$ cat config.mk
export PLATFORM = sky130hd
export DESIGN_NAME = dual_counter_compare
export DESIGN_NICKNAME = d
export VERILOG_FILES = /design/src/rtl/dual_counter_compare.sv
export SDC_FILE = /design/constraint.sdc
export NUM_CORES = 1
export LEC_CHECK = 0
export CORE_ASPECT_RATIO = 0.7
export CORE_MARGIN = 4
export CORE_UTILIZATION = 50
export CTS_BUF_LIST = sky130_fd_sc_hd__clkbuf_16
export CTS_CLUSTER_DIAMETER = 100
export DETAILED_ROUTE_END_ITERATION = 10
export PLACE_DENSITY = 0.79
export SLEW_MARGIN = 20
export SYNTH_ARGS = -nofsm -noshare
export SYNTH_HDL_FRONTEND = slang
export SYNTH_SLANG_ARGS = --single-unit
export TNS_END_PERCENT = 30
$ cat constraint.sdc
create_clock -name i_clk -period 4.2 [get_ports i_clk]
set_clock_uncertainty 0.1 [all_clocks]
set_input_delay 0.84 -clock i_clk [delete_from_list [all_inputs] [get_ports i_clk]]
set_output_delay 0.84 -clock i_clk [all_outputs]
set_load 0.02 [all_outputs]
$ cat src/rtl/dual_counter_compare.sv
// dual_counter_compare: two-channel up/down counter pair with run-control FSM,
// registered magnitude compare, A==B match-event counter and match-limit stop.
// Ports:
//   i_clk, i_rst            clock, async active-high reset
//   i_start/i_stop/i_clear  run control (clear -> counters, flags, FSM to 0/IDLE)
//   i_a_load/_val/_down     channel A load and direction
//   i_b_load/_val/_down     channel B load (also restarts prescaler) and direction
//   i_match_limit           match count that ends the run (0 = unlimited)
//   o_a_q/o_b_q             counter values
//   o_a_gt_b/eq/lt          registered compare of the counters
//   o_match_pulse/_cnt      new-equality pulse and saturating event count
//   o_state/o_done          0 IDLE, 1 RUN, 2 DONE; done mirrors DONE
module dual_counter_compare #(
   parameter int WIDTH    = 4,
   parameter int MATCH_W  = 8,
   parameter int B_DIV    = 1,
   parameter int SATURATE = 0
) (
   input  logic               i_clk,
   input  logic               i_rst,
   input  logic               i_start,
   input  logic               i_stop,
   input  logic               i_clear,
   input  logic               i_a_load,
   input  logic [WIDTH-1:0]   i_a_load_val,
   input  logic               i_a_down,
   input  logic               i_b_load,
   input  logic [WIDTH-1:0]   i_b_load_val,
   input  logic               i_b_down,
   input  logic [MATCH_W-1:0] i_match_limit,
   output logic [WIDTH-1:0]   o_a_q,
   output logic [WIDTH-1:0]   o_b_q,
   output logic               o_a_gt_b,
   output logic               o_a_eq_b,
   output logic               o_a_lt_b,
   output logic               o_match_pulse,
   output logic [MATCH_W-1:0] o_match_cnt,
   output logic [1:0]         o_state,
   output logic               o_done
);

   typedef enum logic [1:0] {
      S_IDLE = 2'd0,
      S_RUN  = 2'd1,
      S_DONE = 2'd2
   } state_t;

   localparam int PW = (B_DIV > 1) ? $clog2(B_DIV) : 1;
   localparam logic [PW-1:0] P_LAST = PW'(B_DIV - 1);
   localparam logic [MATCH_W-1:0] C_MAX = '1;

   state_t             r_state;
   logic               r_done;
   logic [WIDTH-1:0]   r_a;
   logic [WIDTH-1:0]   r_b;
   logic [PW-1:0]      r_presc;
   logic               r_gt;
   logic               r_eq;
   logic               r_lt;
   logic               r_pulse;
   logic [MATCH_W-1:0] r_cnt;

   logic               w_run;
   logic               w_evt;
   logic [MATCH_W-1:0] w_cnt_nxt;
   logic               w_hit;
   logic               w_cnt_en;
   logic               w_b_tick;
   logic [WIDTH-1:0]   w_a_step;
   logic [WIDTH-1:0]   w_b_step;

   function automatic logic [WIDTH-1:0] f_step(
      input logic [WIDTH-1:0] v,
      input logic             dn
   );
      logic [WIDTH-1:0] r;
      if (dn) begin
         if (SATURATE != 0 && v == '0) r = v;
         else                          r = v - 1'b1;
      end else begin
         if (SATURATE != 0 && v == '1) r = v;
         else                          r = v + 1'b1;
      end
      return r;
   endfunction

   assign w_run     = (r_state == S_RUN);
   // New equality only: the lagging eq flag suppresses repeats.
   assign w_evt     = w_run && (r_a == r_b) && !r_eq;
   assign w_cnt_nxt = (w_evt && r_cnt != C_MAX) ? r_cnt + 1'b1 : r_cnt;
   assign w_hit     = w_evt && (i_match_limit != '0)
                      && (w_cnt_nxt == i_match_limit);
   // The limit-reaching edge does not step, so the counters freeze on
   // the matching values.
   assign w_cnt_en  = w_run && !w_hit;
   assign w_b_tick  = w_cnt_en && (r_presc == P_LAST);
   assign w_a_step  = f_step(r_a, i_a_down);
   assign w_b_step  = f_step(r_b, i_b_down);

   always_ff @(posedge i_clk or posedge i_rst) begin
      if (i_rst) begin
         r_state <= S_IDLE;
         r_done  <= 1'b0;
         r_a     <= '0;
         r_b     <= '0;
         r_presc <= '0;
         r_gt    <= 1'b0;
         r_eq    <= 1'b0;
         r_lt    <= 1'b0;
         r_pulse <= 1'b0;
         r_cnt   <= '0;
      end else if (i_clear) begin
         r_state <= S_IDLE;
         r_done  <= 1'b0;
         r_a     <= '0;
         r_b     <= '0;
         r_presc <= '0;
         r_gt    <= 1'b0;
         r_eq    <= 1'b0;
         r_lt    <= 1'b0;
         r_pulse <= 1'b0;
         r_cnt   <= '0;
      end else begin
         r_gt    <= (r_a > r_b);
         r_eq    <= (r_a == r_b);
         r_lt    <= (r_a < r_b);
         r_pulse <= w_evt;
         r_cnt   <= w_cnt_nxt;

         if (i_a_load)      r_a <= i_a_load_val;
         else if (w_cnt_en) r_a <= w_a_step;

         if (i_b_load)      r_b <= i_b_load_val;
         else if (w_b_tick) r_b <= w_b_step;

         if (i_b_load)
            r_presc <= '0;
         else if (w_cnt_en)
            r_presc <= (r_presc == P_LAST) ? '0 : r_presc + 1'b1;

         r_done <= 1'b0;
         unique case (r_state)
            S_IDLE: begin
               if (i_start) r_state <= S_RUN;
            end
            S_RUN: begin
               if (i_stop) begin
                  r_state <= S_IDLE;
               end else if (w_hit) begin
                  r_state <= S_DONE;
                  r_done  <= 1'b1;
               end
            end
            S_DONE: begin
               r_done <= 1'b1;
            end
            default: r_state <= S_IDLE;
         endcase
      end
   end

   assign o_a_q         = r_a;
   assign o_b_q         = r_b;
   assign o_a_gt_b      = r_gt;
   assign o_a_eq_b      = r_eq;
   assign o_a_lt_b      = r_lt;
   assign o_match_pulse = r_pulse;
   assign o_match_cnt   = r_cnt;
   assign o_state       = r_state;
   assign o_done        = r_done;

endmodule

==> results of run 1 <==
flip-flops by register name, indices dropped and copies added, names as in the netlist:
register,count
o_match_cnt,8
o_a_q,4
o_b_q,4
o_state,2
o_a_eq_b,1
o_a_gt_b,1
o_a_lt_b,1
o_done,1
o_match_pulse,1
synthesized netlist by cell type, drive strengths merged, types with 3 or more instances:
| cell type | instances | area share, % |
|---|---|---|
| nor2 | 27 | 4.6 |
| dfrtp | 23 | 26 |
| a21oi | 18 | 4.1 |
| nand2 | 16 | 2.7 |
| inv | 14 | 2.4 |
| nor4 | 13 | 4.0 |
| ha | 12 | 6.8 |
| nand2b | 12 | 3.5 |
| nor2b | 10 | 2.8 |
| nor3 | 8 | 1.8 |
| o21ai | 8 | 1.8 |
| a211oi | 7 | 4.0 |
| buf | 7 | 2.3 |
| a31oi | 5 | 1.4 |
| and2 | 5 | 1.4 |
| clkbuf | 5 | 0.85 |
| nand3 | 5 | 1.7 |
| nand4 | 5 | 2.4 |
| nor3b | 5 | 1.7 |
| xnor2 | 5 | 2.0 |
| mux2i | 4 | 1.8 |
| o211ai | 4 | 1.6 |
| and3 | 3 | 0.85 |
| o311ai | 3 | 1.2 |
| o41ai | 3 | 1.5 |
| or3 | 3 | 0.85 |
| xor2 | 3 | 1.2 |
cell type report:
class                      instances  area [um2]
tap                               52        65.1
clock inverter                     1        3.75
clock buffer                       3        75.1
inverter                          14        52.6
multi-input combinational        212        1510
sequential                        23         576
timing repair buffer              49         485
fill                             349        1330
layer usage:
metal | up-vias | global-route usage, %
li1 | 1056 | -
met1 | 1061 | 36.0
met2 | 112 | 31.7
met3 | 11 | 3.78
met4 | 0 | 3.45
met5 | - | 0
cells by family after synthesis:
family / Yosys count / share of synthesized area [%]
and+or+nand+nor: 121 / 32.0
AOI/OAI and AO/OA: 65 / 22.8
buffers and inverters: 26 / 5.56
DFF: 23 / 26.1
adders and majority gates: 14 / 8.63
xor gates and xnor gates: 8 / 3.18
muxes: 4 / 1.82
path summary, 6_finish.rpt:
| check | start | endpoint | slack [ns] | cells past startpoint |
|---|---|---|---|---|
| setup / recovery | o_a_q[0] | o_a_q[3] | 0.56 | 9 |
| hold / removal | o_state[0] | o_state[0] | 0.56 | 2 |
| setup reg to reg | o_a_q[0] | o_a_q[3] | 0.56 | 9 |
| hold reg to reg | o_state[0] | o_state[0] | 0.56 | 2 |
| max in group asynchronous | i_rst | o_a_q[3] | 2.46 | 2 |
| min in group asynchronous | i_rst | o_match_cnt[4] | 0.97 | 2 |
where the power goes:
group	total (W)	internal [W]	switching [W]
clock	0.000211	0.000127	0.0000833
sequential	0.000291	0.000251	0.0000400
combinational	0.000503	0.000210	0.000293
stage by stage:
step	cell area [um2]	hold WS, ns
finish	2760	0.562
global route	2760	0.575
CTS	2760	0.550
detailed placement	2690	0.538
global placement	2690	0.537
floorplan	2200	0.574
worst reg2reg max path, delay by kind of cell, from the launching register on:
family                     cells  cell delay (ns)
and+or+nand+nor                3             1.38
AOI/OAI and AO/OA              4             1.15
DFF                            1             0.44
adders and majority gates      1             0.35
buffers and inverters          1             0.13
==> flow_metrics.tcl, run 1 <==
set metrics [dict create \
    critical_path.n_buffers_inverters 1 \
    drt.antenna.violating_nets 0 \
    worst_ir_drop_vdd_mv 0.194 \
    port_buffers 47 \
    fmax_mhz 274 \
    cts_hold_buf 0 \
    dieHeight_um 63.6 \
    design.die.area_um2 5550 \
    finalNonFillerCells 354 \
    static-leakage-power_nw 1.05 \
    flow.area_growth_from_synthesis_pct 25.4 \
    finalWorstPathRequiredPeriod_ns 3.64 \
    crit_required_ns 4.28 \
    topRoutingLayerUsed "met4" \
    avgViaCountPerCell 6.33 \
    crit_chain "inv_1 -> ha_1 -> nand4_4 -> o41ai_2 -> o22ai_1 -> or4_4 -> or4_1 -> o211a_1 -> a211oi_2" \
    cts_setup_buffers 0 \
    die_w_um 87.4 \
    clock_sinks 23 \
    worstSetupEndpointType "flip-flop" \
    timing.final.crit_share_pct 86.8 \
    synth.avg_cell_area_um2 8.45 \
    critical_path.top_delay_family "simple AND/OR/NAND/NOR gates" \
    antennaDiodeCount 0 \
    synth.distinct_cells 60 \
    route.met3.wl_um 547 \
    wirelength_met1_um 3020 \
    initial_antenna_violation_count 0 \
    met2_length_um 2640 \
    finish.utilization_pct 67.6 \
    dp_worst_setup_slack_ns 0.442 \
    num-nets-final 342 \
    count_of_synthesis_stage_warnings_from_yosys 0 \
    drv.max_cap_violation_count 0 \
    maximum_buffer_depth_of_the_clock_tree 2 \
    post-route-drc-count 0 \
    final_hold_viol_count 0 \
    timing.final.ws_setup_ns 0.556 \
    clk-insertion-delay-late_ns 0.26 \
    initial_core_util_pct 53.9 \
    dp.final_hpwl_um 4710 \
    power_density_nw_per_um2 363 \
    finalWeightedCongestion 0.940 \
    tritoncts "yes" \
    setup_tns_ns 0 \
    clk_pin_slew_ns 0.06 \
    pin_count_of_the_biggest_net_entering_global_routing 24 \
    postSynth.asyncResetShare_pct 100 \
    cts_resized 0 \
    grt_pass1_vias 1971 \
    final-setup-viol-count 0 \
    grt_pass1_wl_um 10000 \
    place.detailed.instances 350 \
    timing.max_slew.rel_slack_pct 39.1 \
    cp.arrival_ns 3.72 \
    synth-seq-area-share_pct 26.1 \
    synth_nets 300 \
    worstSetupStartpointType "flip-flop" \
    critical_path_peak_fanout 9 \
    number_of_enable_type_register_cells_in_the_synthesized_netlist 0 \
    ys_dominant_reg_cell "sky130_fd_sc_hd__dfrtp_1" \
    most_frequent_standard_cell_in_the_layout_excluding_fill_and_tap_cells "sky130_fd_sc_hd__clkdlybuf4s50_1" \
    critPathMaxStageDelay_ns 0.71 \
    vias 2240 \
    wl_per_instance_um 17.7 \
    netlist_instances 261 \
    run_status "finished, final reports clean" \
    cts.htree.levels 1 \
    drt_pass1_iterations 5 \
    num_io_pins 48 \
    globalRouteTotalUtil_pct 22.6 \
    total_wire_length_um 6250 \
    count_of_state_elements_after_synthesis 23 \
    cts_inserted_buffers 3 \
    mappedNetlistArea_um2 2200 \
    post_route_cells_drive_above_1_share_pct 6.29 \
    min-delay-path-class "flip-flop to flip-flop" \
    crit_path_top_delay_cell "sky130_fd_sc_hd__or4_1" \
    cts_root_buffer "sky130_fd_sc_hd__clkbuf_16" \
    worst_pin_slew_ns 0.912 \
    criticalPathCategory "flip-flop to flip-flop" \
    drt_iter0_markers 211 \
    grt_setup_unrepaired "false" \
    mostFrequentLayoutCells "sky130_fd_sc_hd__clkdlybuf4s50_1 (47), sky130_fd_sc_hd__nor2_1 (27), sky130_fd_sc_hd__dfrtp_1 (23)" \
    coreArea_um2 4090 \
    finalMaxSlewViolations 0 \
    totalPowerFinal_w 0.00100 \
    grt-ovfl-total 0 \
    core.rowCount 19 \
]
(Power assumes the default switching activity.)
==> inputs of run 2 (changes only) <==
--- a/config.mk
+++ b/config.mk
@@ -12,6 +12,7 @@
 export CTS_CLUSTER_DIAMETER = 100
 export DETAILED_ROUTE_END_ITERATION = 10
 export PLACE_DENSITY = 0.79
+export SETUP_SLACK_MARGIN = 0.3
 export SLEW_MARGIN = 20
 export SYNTH_ARGS = -nofsm -noshare
 export SYNTH_HDL_FRONTEND = slang
==> results of run 2 <==
The final DEF is identical to that of run 1; final timing and power are the same.
==> inputs of run 3 (changes only) <==
--- a/config.mk
+++ b/config.mk
@@ -13,6 +13,7 @@
 export DETAILED_ROUTE_END_ITERATION = 10
 export PLACE_DENSITY = 0.79
 export SETUP_SLACK_MARGIN = 0.3
+export SKIP_LAST_GASP = 1
 export SLEW_MARGIN = 20
 export SYNTH_ARGS = -nofsm -noshare
 export SYNTH_HDL_FRONTEND = slang
==> results of run 3 <==
The final DEF is identical to that of run 1; final timing and power are the same.
